## src/rtl/alu_op_sequencer_if.sv

```systemverilog
// Instruction handshake and completion bus between an instruction source and alu_op_sequencer.
interface alu_op_sequencer_if #(
  parameter int unsigned DATA_W = 8,
  parameter int unsigned OP_W   = 4,
  parameter int unsigned RIDX_W = 2
);
  logic              instr_valid;
  logic              instr_ready;
  logic [OP_W-1:0]   instr_op;
  logic [RIDX_W-1:0] instr_rd;
  logic [RIDX_W-1:0] instr_ra;
  logic [RIDX_W-1:0] instr_rb;
  logic              done;
  logic              err;
  logic [DATA_W-1:0] result;

  modport master (
    output instr_valid, instr_op, instr_rd, instr_ra, instr_rb,
    input  instr_ready, done, err, result
  );

  modport slave (
    input  instr_valid, instr_op, instr_rd, instr_ra, instr_rb,
    output instr_ready, done, err, result
  );
endinterface

```

## src/rtl/alu_op_sequencer.sv

```systemverilog
// Two-state sequencer: reads operands from a small register file, drives the external
// combinational ALU for one cycle, then writes its Z back and pulses done/err.
module alu_op_sequencer #(
  parameter int unsigned DATA_W = 8,
  parameter int unsigned OP_W   = 4,
  parameter int unsigned NREGS  = 4,
  parameter int unsigned RIDX_W = $clog2(NREGS)
) (
  input  logic                clk,
  input  logic                rst,
  alu_op_sequencer_if.slave   bus,
  input  logic                ld_en,
  input  logic [RIDX_W-1:0]   ld_idx,
  input  logic [DATA_W-1:0]   ld_data,
  output logic [OP_W-1:0]     alu_op,
  output logic [DATA_W-1:0]   alu_a,
  output logic [DATA_W-1:0]   alu_b,
  input  logic [DATA_W-1:0]   alu_z,
  input  logic [RIDX_W-1:0]   dbg_sel,
  output logic [DATA_W-1:0]   dbg_data
);

  typedef enum logic {IDLE, EXEC} state_t;

  localparam logic [OP_W-1:0] OP_LAST_LEGAL = OP_W'(9);

  state_t            state_q, state_d;
  logic [DATA_W-1:0] rf [NREGS];
  logic [RIDX_W-1:0] rd_q;
  logic [DATA_W-1:0] result_q;
  logic              done_q, err_q;
  logic              accept;
  logic              legal;

  always_comb begin
    state_d         = state_q;
    bus.instr_ready = (state_q == IDLE);
    accept          = bus.instr_valid && (state_q == IDLE);
    legal           = (alu_op <= OP_LAST_LEGAL);
    case (state_q)
      IDLE:    if (accept) state_d = EXEC;
      EXEC:    state_d = IDLE;
      default: state_d = IDLE;
    endcase
  end

  always_ff @(posedge clk) begin
    if (rst) begin
      state_q  <= IDLE;
      for (int unsigned i = 0; i < NREGS; i++) rf[i] <= '0;
      rd_q     <= '0;
      alu_op   <= '0;
      alu_a    <= '0;
      alu_b    <= '0;
      result_q <= '0;
      done_q   <= 1'b0;
      err_q    <= 1'b0;
    end else begin
      state_q <= state_d;
      done_q  <= 1'b0;
      err_q   <= 1'b0;
      // Load is applied first so a same-index writeback below overrides it.
      if (ld_en) rf[ld_idx] <= ld_data;
      if (accept) begin
        alu_op <= bus.instr_op;
        alu_a  <= rf[bus.instr_ra];
        alu_b  <= rf[bus.instr_rb];
        rd_q   <= bus.instr_rd;
      end
      if (state_q == EXEC) begin
        if (legal) begin
          rf[rd_q] <= alu_z;
          result_q <= alu_z;
        end
        done_q <= 1'b1;
        err_q  <= !legal;
        alu_op <= '0;
        alu_a  <= '0;
        alu_b  <= '0;
      end
    end
  end

  assign bus.done   = done_q;
  assign bus.err    = err_q;
  assign bus.result = result_q;
  assign dbg_data   = rf[dbg_sel];

endmodule

```

## src/flat_wrapper.sv

```systemverilog
// flat-port wrapper written by rule: the top's interface ports become plain ports
module alu_op_sequencer_flat 
#(
  parameter int unsigned DATA_W = 8,
  parameter int unsigned OP_W   = 4,
  parameter int unsigned NREGS  = 4,
  parameter int unsigned RIDX_W = $clog2(NREGS)
)
  (clk, rst, ld_en, ld_idx, ld_data, alu_op, alu_a, alu_b, alu_z, dbg_sel, dbg_data, bus_instr_valid, bus_instr_op, bus_instr_rd, bus_instr_ra, bus_instr_rb, bus_instr_ready, bus_done, bus_err, bus_result);
  alu_op_sequencer_if #(.DATA_W(DATA_W), .OP_W(OP_W), .RIDX_W(RIDX_W)) bus_i ();
  input  logic clk;
  input  logic rst;
  input  logic ld_en;
  input  logic [RIDX_W-1:0] ld_idx;
  input  logic [DATA_W-1:0] ld_data;
  output logic [OP_W-1:0] alu_op;
  output logic [DATA_W-1:0] alu_a;
  output logic [DATA_W-1:0] alu_b;
  input  logic [DATA_W-1:0] alu_z;
  input  logic [RIDX_W-1:0] dbg_sel;
  output logic [DATA_W-1:0] dbg_data;
  input wire logic [$bits(bus_i.instr_valid)-1:0] bus_instr_valid;
  input wire logic [$bits(bus_i.instr_op)-1:0] bus_instr_op;
  input wire logic [$bits(bus_i.instr_rd)-1:0] bus_instr_rd;
  input wire logic [$bits(bus_i.instr_ra)-1:0] bus_instr_ra;
  input wire logic [$bits(bus_i.instr_rb)-1:0] bus_instr_rb;
  output wire logic [$bits(bus_i.instr_ready)-1:0] bus_instr_ready;
  output wire logic [$bits(bus_i.done)-1:0] bus_done;
  output wire logic [$bits(bus_i.err)-1:0] bus_err;
  output wire logic [$bits(bus_i.result)-1:0] bus_result;
  assign bus_i.instr_valid = bus_instr_valid;
  assign bus_i.instr_op = bus_instr_op;
  assign bus_i.instr_rd = bus_instr_rd;
  assign bus_i.instr_ra = bus_instr_ra;
  assign bus_i.instr_rb = bus_instr_rb;
  assign bus_instr_ready = bus_i.instr_ready;
  assign bus_done = bus_i.done;
  assign bus_err = bus_i.err;
  assign bus_result = bus_i.result;
  alu_op_sequencer #(.DATA_W(DATA_W), .OP_W(OP_W), .NREGS(NREGS), .RIDX_W(RIDX_W)) u_core (.clk(clk), .rst(rst), .bus(bus_i), .ld_en(ld_en), .ld_idx(ld_idx), .ld_data(ld_data), .alu_op(alu_op), .alu_a(alu_a), .alu_b(alu_b), .alu_z(alu_z), .dbg_sel(dbg_sel), .dbg_data(dbg_data));
endmodule
```

## config.mk

```make
export PLATFORM = sky130hd
export DESIGN_NAME = alu_op_sequencer_flat
export DESIGN_NICKNAME = d
export VERILOG_FILES = /design/src/rtl/alu_op_sequencer_if.sv /design/src/rtl/alu_op_sequencer.sv /design/src/flat_wrapper.sv
export SDC_FILE = /design/constraint.sdc
export NUM_CORES = 1
export LEC_CHECK = 0
export BUFFER_PORTS_ARGS = -buffer_cell sky130_fd_sc_hd__buf_2
export CORE_MARGIN = 2
export CORE_UTILIZATION = 33
export DETAILED_ROUTE_END_ITERATION = 12
export GPL_TIMING_DRIVEN = 0
export PLACE_DENSITY_LB_ADDON = 0.3
export SLEW_MARGIN = 20
export SYNTH_ARGS = -nofsm -noshare
export SYNTH_HDL_FRONTEND = slang
export SYNTH_SLANG_ARGS = --single-unit
```

## constraint.sdc

```tcl
create_clock -name clk -period 4.2 [get_ports clk]
set_clock_uncertainty 0.1 [all_clocks]
set_input_delay 0 -clock clk [delete_from_list [all_inputs] [get_ports clk]]
set_output_delay 0 -clock clk [all_outputs]
set_load 0.02 [all_outputs]
```

Word level (Yosys, flattened, before mapping)
Memory sizes are Yosys's and may differ from the RTL's. A register that Yosys moved wholly into a read port is not among the register bits. Cells that the tools add are included.

Register bits after elaboration: 17. Memory bits (writable): 32. Input port bits: 34. Output and inout bits: 39. Logic and storage cells: 34. Memories: 1.

Memory list: u_core.rf (words 4, bits a word 8, read ports 3, clocked after Yosys merged registers in 2, wr ports 4, RTL line alu_op_sequencer.sv:28) `logic [DATA_W-1:0] rf [NREGS];`.

Order comparisons: 1. Mux-type cells: 18. Bitwise gates (word level): 1. Reduce and logical (&&, ||, !) cells: 7.

Operators by type and width (number): $mux 8 (2); $reduce_or 8->1 (2); $mux 1 (13); $le 4x4->1 const B (1); $mux 2 (2); $reduce_or 2->1 (2); $pmux 1 s2 (1); $reduce_and 2->1 (1); $logic_and 1x1->1 (1); $logic_not 1->1 (1); $not 1->1 (1).

Depth between registers and ports, before layout
Word-level depth: 7. Depth in mapped cells: 5. Gate-level depth less buffers: 3.

Least setup slack after synthesis
OpenSTA, ideal clock, no wires.

Path type: flip-flop to flip-flop. From: register u_core.alu_op[1]. To: memory u_core.rf[3][0] (enable). Setup time: 0.287 ns. Data arrival time: 1.321 ns. Required time: 3.813 ns. Slack: 2.492 ns. Cell stages (with the launch flop): 5. Buffers on the path: 1. Clock period less this slack: 1.708 ns. Cells stage by stage: dfxtp_1 > o21ai_1 > and4_4 > buf_6 > a311o_1.

RTL lines: from (decl) (RTL line alu_op_sequencer.sv:15) `output logic [OP_W-1:0] alu_op,`; from (signal assigned) (RTL line alu_op_sequencer.sv:65) `alu_op <= bus.instr_op;`; to (decl) (RTL line alu_op_sequencer.sv:28).

==> reports/qor.txt <==
SYNTHESIS
---------------------------------------------------------------------------------
Proportion of netlist area held by the largest area contributor             27.8%
Cells taking the most area after synthesis                           edfxtp_1 (28%), dfxtp_1 (19%), mux2i_1 (16%)
Leading register cell type out of synthesis                               dfxtp_1
Asr flop ratio synth                                                           0%
Syn_area_per_cell                                                        11.5 µm²
Post-synth top area cell                                                 edfxtp_1
Net count of the mapped netlist                                               334
Most frequently used cell type in the post-synthesis netlist              mux2i_1
Number of instances in the synthesized netlist                                300
Post-synthesis cell type count                                                 30
Leading cell types by count after synthesis                          mux2i_1 (54), nand2_1 (35), dfxtp_1 (33), edfxtp_1 (32)
Synthesis-stage register bit count                                             65
Post-Syn Area                                                            3450 µm²
Sequential-to-total area share from yosys stat                              47.0%
Syn. warnings                                                                   0
Number of enable-type register cells in the synthesized netlist                32

CRITICAL PATH
---------------------------------------------------------------------------------
Kind of critical path                                                flip-flop to flip-flop
R2R cell count                                                                  5
Top fanout value on the critical path                                           9
Nature of the critical path endpoint                                    flip-flop
Register-to-Register Setup Slack                                          2.26 ns
Data arrival, critical path                                               1.82 ns
Origin of the critical flop-to-flop path                             u_core.state_q$_SDFF_PP0_
Kind of start point of the critical path                                flip-flop
Critical-path top delay cell                                              a311o_1
Most frequent CP cell                                                       buf_6
Highest cell delay on the worst timing path                               0.42 ns
Crit path cell chain                                                 buf_6, nor2b_4, and4_4, buf_6, a311o_1
Required time worst endpoint                                              4.08 ns
Worst r2r dst                                                        u_core.rf[3][5]$_DFFE_PP_

CLOCKING
---------------------------------------------------------------------------------
Total number of clock tree sinks                                               65
CTS Root Buffer Type                                                     clkbuf_8
Clock H-tree levels                                                             3
Clock tree from TritonCTS                                                     yes
Clock transition at the registers of the reported paths                   0.07 ns
Max Root-Sink Buffers                                                           2
Total CTS buffers                                                               9
Clock latency of the later-clocked register in the worst-skew pair        0.34 ns

TIMING
---------------------------------------------------------------------------------
Final hold violation count                                                      0
Tmin final                                                                1.94 ns
FMAX                                                                      516 MHz
Worst hold slack after final layout                                     0.0935 ns
RSZ-0062 raised after global routing                                        false
Max Slew Vio Count                                                              0
Total negative setup slack                                                   0 ns
Part of the cycle the worst path needs                                      46.2%
Worst-case headroom to the max-slew limit                                   61.5%
Slew at the pin closest to its max-slew limit                            0.576 ns
Number of setup violations in the final report                                  0

PWR
---------------------------------------------------------------------------------
Combinational Power Share                                                   17.9%
Power consumption                                                         1440 µW
Fraction of power spent switching nets                                      28.2%
Power dissipated by switching net loads                                    405 µW
Leakage power                                                          0.00194 µW
Internal power summed over all cells                                      1030 µW
Clock power share                                                           31.1%
Highest ir drop seen on vdd                                            0.000173 V
Cell Pwr Density                                                       329 nW/µm²
Proportion of power drawn by flip-flops and latches                         50.9%

GLOBAL ROUTE
---------------------------------------------------------------------------------
Initial antenna violation count                                                 0
Grt met2 use                                                                26.8%
Vias in the first global route                                               2816
Global Route Usage Sum                                                      16.5%
Busiest metal layer after global routing                                     met2
Pin count of the biggest net entering global routing                           12
First-pass GRT wire length                                                14.5 mm
Grt ovf                                                                         0
Global routing usage on met3                                                4.90%
Met1 track demand over resource                                             21.5%

DETAILED ROUTING
---------------------------------------------------------------------------------
1st-iter DRT viols                                                            129
Detailed-routing iteration count for the pre-antenna-repair pass                4
DR vias/cell                                                                 5.03
Post-route DRC                                                                  0
Total via count in the routed design                                         2724
Antenna violation net count after detailed routing                              0
Final WL                                                                  8.82 mm
Wirelength per Cell                                                       16.3 µm

STATUS
---------------------------------------------------------------------------------
Status                                                               finished, final reports clean

FINAL LAYOUT
---------------------------------------------------------------------------------
Post-layout net count                                                         436
Layout cell share with drive strength beyond 1                              33.5%
Synthesis-to-finish area growth                                             26.6%
Number of diodes                                                                0

FLOORPLANNING
---------------------------------------------------------------------------------
Floorplan core area                                                     10200 µm²
Floorplan die height                                                       106 µm
Total die area                                                          11300 µm²
Initial core utilization                                                    33.7%
Num rows                                                                       37
Horizontal extent of the die                                               106 µm
Number of primary I/O pins                                                     73

MIN PATH
---------------------------------------------------------------------------------
Worst Hold Path Cells                                                           4
Hold WC Path Type                                                    primary input to flip-flop
Hold path start                                                         ld_idx[1]
End point of the most critical hold path                             u_core.rf[0][0]$_DFFE_PP_

PLACEMENT
---------------------------------------------------------------------------------
Number of port buffers                                                         65
Global placement routability congestion                                     0.834
Half-perimeter wire length after placement                                6.92 mm

FLOW RUN
---------------------------------------------------------------------------------
Number of max-capacitance violations reported                                   0

==> final cells by class <==
cell class / count / area, µm²
inverters: 9 / 33.8
clock buffers: 10 / 128
plain buffers: 30 / 168
fillers: 982 / 5860
well taps: 136 / 170
multi-input cells: 196 / 1630
repair buffers: 91 / 586
flip-flops and latches: 65 / 1620
clock inverters: 5 / 33.8
==> per-layer routing <==
metal  part of all wire (%)  up-vias
met5                      0        -
met2                     46       89
li1                       -     1330
met4                    1.3        0
met1                     46     1294
met3                    6.1       11
==> worst max path at each step <==
stage,start,endpoint,slack (ns)
after floorplan,u_core.alu_op[1]$_SDFFE_PP0P_,u_core.rf[3][0]$_DFFE_PP_,2.49
after global placement,u_core.state_q$_SDFF_PP0_,u_core.rf[3][5]$_DFFE_PP_,2.25
after detailed placement,u_core.state_q$_SDFF_PP0_,u_core.rf[3][5]$_DFFE_PP_,2.26
after CTS,u_core.state_q$_SDFF_PP0_,u_core.rf[3][5]$_DFFE_PP_,2.24
after global routing,u_core.state_q$_SDFF_PP0_,u_core.rf[3][3]$_DFFE_PP_,2.12
final,u_core.state_q$_SDFF_PP0_,u_core.rf[3][5]$_DFFE_PP_,2.26
==> stage by stage <==
| stage | std cells | utilization [%] | area [µm²] | worst slack (ns) |
|---|---|---|---|---|
| floorplan | 300 | - | 3450 | 2.49 |
| global placement | 501 | 38.6 | 3950 | 2.25 |
| detailed placement | 501 | 38.6 | 3950 | 2.26 |
| CTS | 542 | 42.7 | 4370 | 2.24 |
| global route | 542 | 42.7 | 4370 | 2.12 |
| finish | 542 | 42.7 | 4370 | 2.26 |
==> timing repair <==
action,4_1_cts,5_1_grt
hold endpoints to repair,63,0
gates resized for setup,0,0
hold buffers,26,0
buffers inserted,0,0
==> power by group through the flow <==
stage,logic [µW],clock network [µW],registers [µW]
final,258,447,732
after global routing,280,489,737
after detailed placement,240,0,746
after floorplan,140,0,761
after global placement,236,0,744
after CTS,259,456,732
==> logic make-up (layout without fill, tap and decap cells) <==
group / count (synthesis) / in the layout / share of synthesized area, %
buffers and inverters: 39 / 145 / 5.84
AND/OR/NAND/NOR: 68 / 68 / 10.2
multiplexers: 78 / 78 / 26.1
flip-flops: 65 / 65 / 47.0
AO/OA/AOI/OAI: 50 / 50 / 10.9
==> flip-flops by register name (all words and copies together) (netlist names) <==
name	flops
u_core.bus.result	8
u_core.bus.done	1
u_core.rd_q	2
u_core.state_q	1
u_core.alu_a	8
u_core.alu_b	8
u_core.rf	32
u_core.alu_op	4
u_core.bus.err	1
==> cells in the final DEF, fill, tap and decap left out, types with 9 or more instances in the layout <==
| cell type | count |
|---|---|
| inv_1 | 9 |
| buf_2 | 79 |
| edfxtp_1 | 32 |
| clkbuf_8 | 9 |
| o221ai_1 | 16 |
| a31oi_1 | 16 |
| nand3_1 | 9 |
| dlygate4sd3_1 | 26 |
| dfxtp_1 | 33 |
| mux2_2 | 16 |
| mux2i_1 | 54 |
| nand2_1 | 35 |
==> worst max-delay path: cells and delay by family (launching register included) <==
family,cells,cell delay (ns)
and+or+nand+nor,2,0.42
AOI/OAI and AO/OA,1,0.42
DFF,1,0.33
buffers and inverters,2,0.30
(Power assumes the default switching activity.)
